File: src/rtl/xor_apuf_engine_pkg.sv
// Shared types and width helpers for the XOR arbiter-PUF evaluation engine.
package xor_apuf_engine_pkg;

  typedef enum logic [2:0] {
    ST_IDLE,
    ST_LAUNCH,
    ST_SAMPLE,
    ST_DISCHARGE,
    ST_DONE
  } state_t;

  // Bits needed to hold a count from 0 to n inclusive (VOTE_W, SETTLE_W).
  function automatic int cnt_width(input int n);
    return $clog2(n + 1);
  endfunction

endpackage

File: src/rtl/xor_apuf_engine_apuf_chain.sv
// One arbiter PUF chain: a ladder of crossing/straight switch stages feeding a D-flop arbiter.
module apuf_chain #(
  parameter int STAGES = 64
) (
  input  logic              x,
  input  logic              y,
  input  logic [STAGES-1:0] chal,
  output logic              arb
);

  // Each stage gets its own nets so the two race paths stay physically distinct.
  for (genvar i = 0; i < STAGES; i++) begin : g_stage
    logic t_in;
    logic b_in;
    (* dont_touch = "true" *) logic t_out;
    (* dont_touch = "true" *) logic b_out;

    if (i == 0) begin : g_head
      assign t_in = x;
      assign b_in = y;
    end else begin : g_link
      assign t_in = g_stage[i-1].t_out;
      assign b_in = g_stage[i-1].b_out;
    end

    assign t_out = chal[i] ? b_in : t_in;
    assign b_out = chal[i] ? t_in : b_in;
  end

  logic top_end;
  logic bot_end;
  assign top_end = g_stage[STAGES-1].t_out;
  assign bot_end = g_stage[STAGES-1].b_out;

  // Arbiter: 1 when the top path wins the race to the flop.
  always_ff @(posedge bot_end) begin
    arb <= top_end;
  end

endmodule

File: src/rtl/xor_apuf_engine.sv
// XOR arbiter PUF engine: takes a challenge, races every chain VOTES times,
// majority-votes each chain and returns the XOR of the votes plus a stability flag.
module xor_apuf_engine
  import xor_apuf_engine_pkg::*;
#(
  parameter int N_CHAINS   = 4,
  parameter int STAGES     = 64,
  parameter int VOTES      = 5,
  parameter int SETTLE_CYC = 8
) (
  input  logic                         clk,
  input  logic                         rst,
  input  logic                         chal_valid,
  output logic                         chal_ready,
  input  logic [N_CHAINS*STAGES-1:0]   chal_data,
  output logic                         resp_valid,
  input  logic                         resp_ready,
  output logic                         resp_bit,
  output logic [N_CHAINS-1:0]          resp_raw,
  output logic                         resp_stable
);

  // Handshakes: a transfer happens on a rising clk edge where valid and ready are both 1;
  // a producer holds valid and its data stable until that edge.

  localparam int VOTE_W   = cnt_width(VOTES);
  localparam int SETTLE_W = cnt_width(SETTLE_CYC);
  localparam int CW       = N_CHAINS * STAGES;
  localparam logic [SETTLE_W-1:0] PHASE_LAST = SETTLE_W'(SETTLE_CYC - 1);
  localparam logic [VOTE_W-1:0]   VOTE_LAST  = VOTE_W'(VOTES - 1);
  localparam logic [VOTE_W-1:0]   VOTE_HALF  = VOTE_W'(VOTES / 2);

  state_t              state;
  state_t              state_nxt;
  logic [SETTLE_W-1:0] phase;
  logic                phase_end;
  logic [VOTE_W-1:0]   vote_idx;
  logic [CW-1:0]       chal_reg;
  logic                race_in;
  logic                accept;
  logic [N_CHAINS-1:0] arb;
  logic [N_CHAINS-1:0] arb_meta;
  logic [N_CHAINS-1:0] arb_sync;
  logic [N_CHAINS-1:0] first_vote;
  logic [N_CHAINS-1:0] mismatch;
  logic [N_CHAINS-1:0] raw_nxt;
  logic [VOTE_W-1:0]   cnt [N_CHAINS];

  assign phase_end  = (phase == PHASE_LAST);
  assign chal_ready = (state == ST_IDLE);
  assign accept     = chal_valid & chal_ready;

  always_comb begin
    state_nxt = state;
    unique case (state)
      ST_IDLE:      if (chal_valid) state_nxt = ST_LAUNCH;
      ST_LAUNCH:    if (phase_end) state_nxt = ST_SAMPLE;
      ST_SAMPLE:    state_nxt = ST_DISCHARGE;
      ST_DISCHARGE: if (phase_end) state_nxt = (vote_idx == VOTE_LAST) ? ST_DONE : ST_LAUNCH;
      ST_DONE:      if (resp_valid && resp_ready) state_nxt = ST_IDLE;
      default:      state_nxt = ST_IDLE;
    endcase
  end

  always_ff @(posedge clk or posedge rst) begin
    if (rst) begin
      state <= ST_IDLE;
    end else begin
      state <= state_nxt;
    end
  end

  // race_in is a flop so the fabric never sees decode glitches.
  always_ff @(posedge clk or posedge rst) begin
    if (rst) begin
      race_in <= 1'b0;
      phase   <= '0;
    end else begin
      race_in <= (state_nxt == ST_LAUNCH) || (state_nxt == ST_SAMPLE);
      if (state == ST_LAUNCH || state == ST_DISCHARGE) begin
        phase <= phase_end ? '0 : phase + 1'b1;
      end else begin
        phase <= '0;
      end
    end
  end

  // Arbiter outputs are asynchronous to clk.
  always_ff @(posedge clk or posedge rst) begin
    if (rst) begin
      arb_meta <= '0;
      arb_sync <= '0;
    end else begin
      arb_meta <= arb;
      arb_sync <= arb_meta;
    end
  end

  always_ff @(posedge clk or posedge rst) begin
    if (rst) begin
      chal_reg   <= '0;
      vote_idx   <= '0;
      first_vote <= '0;
      mismatch   <= '0;
      for (int c = 0; c < N_CHAINS; c++) cnt[c] <= '0;
    end else if (accept) begin
      chal_reg   <= chal_data;
      vote_idx   <= '0;
      first_vote <= '0;
      mismatch   <= '0;
      for (int c = 0; c < N_CHAINS; c++) cnt[c] <= '0;
    end else if (state == ST_SAMPLE) begin
      for (int c = 0; c < N_CHAINS; c++) cnt[c] <= cnt[c] + VOTE_W'(arb_sync[c]);
      if (vote_idx == '0) begin
        first_vote <= arb_sync;
      end else begin
        mismatch <= mismatch | (arb_sync ^ first_vote);
      end
    end else if (state == ST_DISCHARGE && phase_end) begin
      vote_idx <= vote_idx + 1'b1;
    end
  end

  always_comb begin
    raw_nxt = '0;
    for (int c = 0; c < N_CHAINS; c++) raw_nxt[c] = (cnt[c] > VOTE_HALF);
  end

  // Results are captured once on the first DONE cycle, then held until consumed.
  always_ff @(posedge clk or posedge rst) begin
    if (rst) begin
      resp_valid  <= 1'b0;
      resp_raw    <= '0;
      resp_bit    <= 1'b0;
      resp_stable <= 1'b0;
    end else if (state == ST_DONE) begin
      if (!resp_valid) begin
        resp_valid  <= 1'b1;
        resp_raw    <= raw_nxt;
        resp_bit    <= ^raw_nxt;
        resp_stable <= ~|mismatch;
      end else if (resp_ready) begin
        resp_valid <= 1'b0;
      end
    end
  end

  for (genvar c = 0; c < N_CHAINS; c++) begin : g_chain
    (* dont_touch = "true" *)
    apuf_chain #(
      .STAGES(STAGES)
    ) u_chain (
      .x    (race_in),
      .y    (race_in),
      .chal (chal_reg[c*STAGES +: STAGES]),
      .arb  (arb[c])
    );
  end

endmodule
File: config.mk
export PLATFORM = sky130hd
export DESIGN_NAME = xor_apuf_engine
export DESIGN_NICKNAME = d
export VERILOG_FILES = /design/src/rtl/xor_apuf_engine_pkg.sv /design/src/rtl/xor_apuf_engine_apuf_chain.sv /design/src/rtl/xor_apuf_engine.sv
export SDC_FILE = /design/constraint.sdc
export NUM_CORES = 1
export LEC_CHECK = 0
export ABC_AREA = 1
export BUFFER_PORTS_ARGS = -buffer_cell sky130_fd_sc_hd__buf_2
export CORE_UTILIZATION = 55
export CTS_CLUSTER_SIZE = 8
export DETAILED_ROUTE_END_ITERATION = 6
export HOLD_SLACK_MARGIN = 0.05
export PLACE_DENSITY = 0.9
export RECOVER_POWER = 25
export SYNTH_ARGS = -nofsm -noshare
export SYNTH_HDL_FRONTEND = slang
export SYNTH_HIERARCHICAL = 1
export SYNTH_SLANG_ARGS = --single-unit
File: constraint.sdc
create_clock -name clk -period 10.3 [get_ports clk]
set_clock_uncertainty 0.2 [all_clocks]
set_input_delay 2.06 -clock clk [delete_from_list [all_inputs] [get_ports clk]]
set_output_delay 2.06 -clock clk [all_outputs]
set_load 0.005 [all_outputs]
Word-level counts from Yosys, hierarchy flattened
Cells that the tools add are included.
{"block": "word_totals", "elab_cells": 78, "out_inout_bits": 8, "inputBits": 260, "latchBits": 0, "ramBits": 0, "reg_bits": 41, "n_memories": 0, "rom_bits": 0}
{"block": "op_classes", "add_sub_neg": 6, "n_reduce_logical": 16, "muxes": 21, "mul": 0, "shifts": 0, "bitwise": 4, "div_mod_pow": 0, "order_cmp": 4, "eq_ne": 10}
{"op": "2-to-1 mux 4 bit", "n": 8}
{"op": "2-to-1 mux 12 bit", "n": 2}
{"op": "2-to-1 mux 3 bit", "n": 8}
{"op": "one-hot mux 3 bit (5 select lines)", "n": 1}
{"op": "adder 3 x 1 -> 3 bit", "n": 4}
{"op": "greater-than comparator 3 x 2 -> 1 bit, second input constant", "n": 4}
{"op": "equality test 3 x 2 -> 1 bit, second input constant", "n": 3}
{"op": "AND reduction 2 bit", "n": 4}
{"op": "equality test 3 x 1 -> 1 bit, second input constant", "n": 2}
{"op": "equality test 3 bit, second input constant", "n": 2}
{"op": "logical NOT 3 bit", "n": 2}
{"op": "nonzero test 2 bit", "n": 3}
{"op": "adder 4 x 1 -> 4 bit, second input constant", "n": 1}
{"op": "equality test 4 x 3 -> 1 bit, second input constant", "n": 1}
{"op": "!= test 2 bit, second input constant", "n": 2}
{"op": "OR 4 bit", "n": 1}
{"op": "OR reduction 4 bit", "n": 1}
{"op": "parity 4 bit", "n": 1}
{"op": "bitwise XOR 4 bit", "n": 1}
{"op": "adder 3 x 1 -> 3 bit, second input constant", "n": 1}
{"op": "logical AND 1 bit", "n": 2}
{"op": "logical OR 1 bit", "n": 2}
{"op": "2-to-1 mux 1 bit", "n": 2}
{"op": "AND 1 bit", "n": 1}
{"op": "other kinds (2)", "n": 2}

Depth between registers and ports, before layout
{"block": "logic_depth", "depth_word": 6, "depth_mapped": 67, "mapped_depth_nobuf": 67}

Modules after synthesis
The synthesis kept the hierarchy.
{"mod": "xor_apuf_engine", "area_each_um2": 11727.5, "cells_per_inst": 1311, "seq_area_each_um2": 7557.2, "n_inst": 1}
{"mod": "apuf_chain", "area_each_um2": 1546.5, "cells_per_inst": 325, "seq_area_each_um2": 20.0, "n_inst": 4}

==> run metrics <==
#FFs+latches synth 306; Switch Pwr 3.93 mW; power per cell area 389 nW/µm²; Cells after Synth 2611; Hold Slack 0.155 ns; Setup-failing EPs final 0; vias in the first global route 18200; final instance area 20600 µm²; die area 33300 µm²; share of cells above drive strength 1 11.1%; DR iter-0 viols 1577; Antenna Nets Post-Route 0; layout net count 3143; slew at the pin closest to its max-slew limit 3.10 ns; Max Slew Vio Count 157; Layout Utilization 64.8%; DR WL/cell 13.5 µm; P&R area growth vs syn 15.0%; post-cts resize count 0; Final Hold Viols 0; dpl cells 3262; Mapped Nets 2882; I/O Buffers 267; overflow left after global routing 0; most frequent cells in the layout 1005 x nand3_1, 879 x nand2_1, 302 x dfrtp_1; hpwl dp 31.3 mm; pre-CTS setup slack 5.34 ns; Max Clock Freq 173 MHz; xor and xnor fraction of the mapped netlist area 0.0489%; register pins left without a clock 4; max-slew headroom at the worst pin -107%; via count 18800; Leak 11.3 nW; syn_area_per_cell 6.86 µm²; first-pass GRT wire length 77.0 mm; final worst-path setup slack 4.54 ns; routability congestion estimate 0.828; RSZ-0062 raised after global routing no; H-tree Lvls 2; critical path class in2async; largest net degree at the start of global routing 171; post-synthesis mux area share 0%; DP Area 19500 µm²; Synth Area in Simple Gates 47.0%; Net Sw Frac 49.0%; DRT Wirelength 44.7 mm; Post-Layout Cell Count 3313; crit end category asynchronous set/reset pin; Fill cells 2672; initial antenna violation count 3; CP arrival 5.49 ns; Pint 4.09 mW; I/O Pins 268; main combinational cell family by area after synthesis simple AND/OR/NAND/NOR gates; total CTS buffers 43; commonest non-fill, non-tap cell in the layout nand3_1; Die H 182 µm; WP data required 10.03 ns; failing checks design-rule violations, max-capacitance violations, max-slew violations; max FFs per register 256; Power, Total 8.02 mW; row cnt 65; die width 182 µm; Critical Path Start Type input pin; Register Area 7640 µm²; DRC violation count after routing 1; TritonRoute pass-1 iters 7; status complete, but fails checks; register area share after synthesis 42.6%; sequential share of power 28.7%; total track usage 27.3%; endpoints left unconstrained 8; final setup TNS 0 ns; Synth Cell Area 17900 µm²; CP max FO 61; Synth Area in Adders 0.768%; worst hold path class reg2reg; number of library cell types mapped by synthesis 20; core area 31800 µm²; vias per cell 5.67; number of synthesis warnings 6; clock power share 15.5%; CTS hold repair buffers 0; Root Buffer clkbuf_16; clock latency on the worst-skew pair 0.53 ns; peak supply drop 0.000194 V; MaxCap Viol Count 3; period utilization 56.0%; CTS max path bufs 3; combinational share of power 55.8%; Post CTS Setup Buffer Count 0; area of the multi-input gates 8800 µm²; Initial Util 56.3%; crit path time final 5.77 ns; clock-pin slew on the worst setup and hold paths 0.05 ns; Synth Area in Compound Gates 1.25%; CTS tree yes
power groups by stage:
stage,Clock [mW],Combinational [mW],Sequential [mW]
4_1_cts,1.27,4.39,2.30
2_1_floorplan,0,3.62,2.17
5_1_grt,1.32,5.12,2.39
3_3_place_gp,0,3.99,2.25
6_report,1.24,4.48,2.30
3_5_place_dp,0,4.32,2.31
path summary, 6_finish.rpt:
kind                                   from  cells after the start  slack (ns)       endpoint
worst max-delay path                    rst                      3        4.54  chal_reg[154]
worst min-delay path            arb_meta[2]                      0        0.16    arb_sync[2]
worst max register to register     state[0]                      6        6.71  chal_reg[136]
worst min register to register  arb_meta[2]                      0        0.16    arb_sync[2]
max in group clk                 chal_valid                      6        5.91  chal_reg[136]
min in group asynchronous               rst                      2        1.77   chal_reg[86]
area by class of cell:
class,count,area share [%]
multi-input cells,1955,42.7
flip-flops and latches,306,37.1
repair buffers,275,6.71
clock buffers,46,5.38
inverters,291,5.34
well taps,435,2.64
clock inverters,2,0.121
diodes,3,0.0364
per-layer routing:
layer  global-route usage, %  part of all wire, %  vias to the layer above
li1                        -                    -                     9182
met1                    31.8                   40                     8647
met2                    48.5                   50                      760
met3                    4.43                  6.4                      176
met4                    13.7                  4.3                        4
met5                       0                0.060                        -
kinds of logic after synthesis:
kind of cell,count (synthesis)
compound gates,37
xor+xnor,1
fa+ha+maj,11
buf+inv,350
flops,306
simple gates,1906
Yosys cell counts:
library cell	instances	share of area (%)
buf_2	37	1.0
a22o_1	8	0.39
xor2_1	1	0.049
nor2_2	1	0.035
nand3_1	1005	28
buf_6	10	0.63
dfxtp_1	4	0.45
inv_2	2	0.042
buf_4	12	0.50
nor2_1	18	0.38
o21ai_0	13	0.36
dfrtp_1	302	42
ha_1	11	0.77
a21oi_1	11	0.31
o22ai_1	4	0.14
inv_1	289	6.1
nand4_1	2	0.070
nand3_2	1	0.056
nand2_1	879	18
o21ai_2	1	0.049
worst max-delay path: stages:
cell and delay (ns):
buf_2 0.10, clkinvlp_2 1.00, clkbuf_1 2.26
No activity file was read; power rests on OpenSTA's default activity.
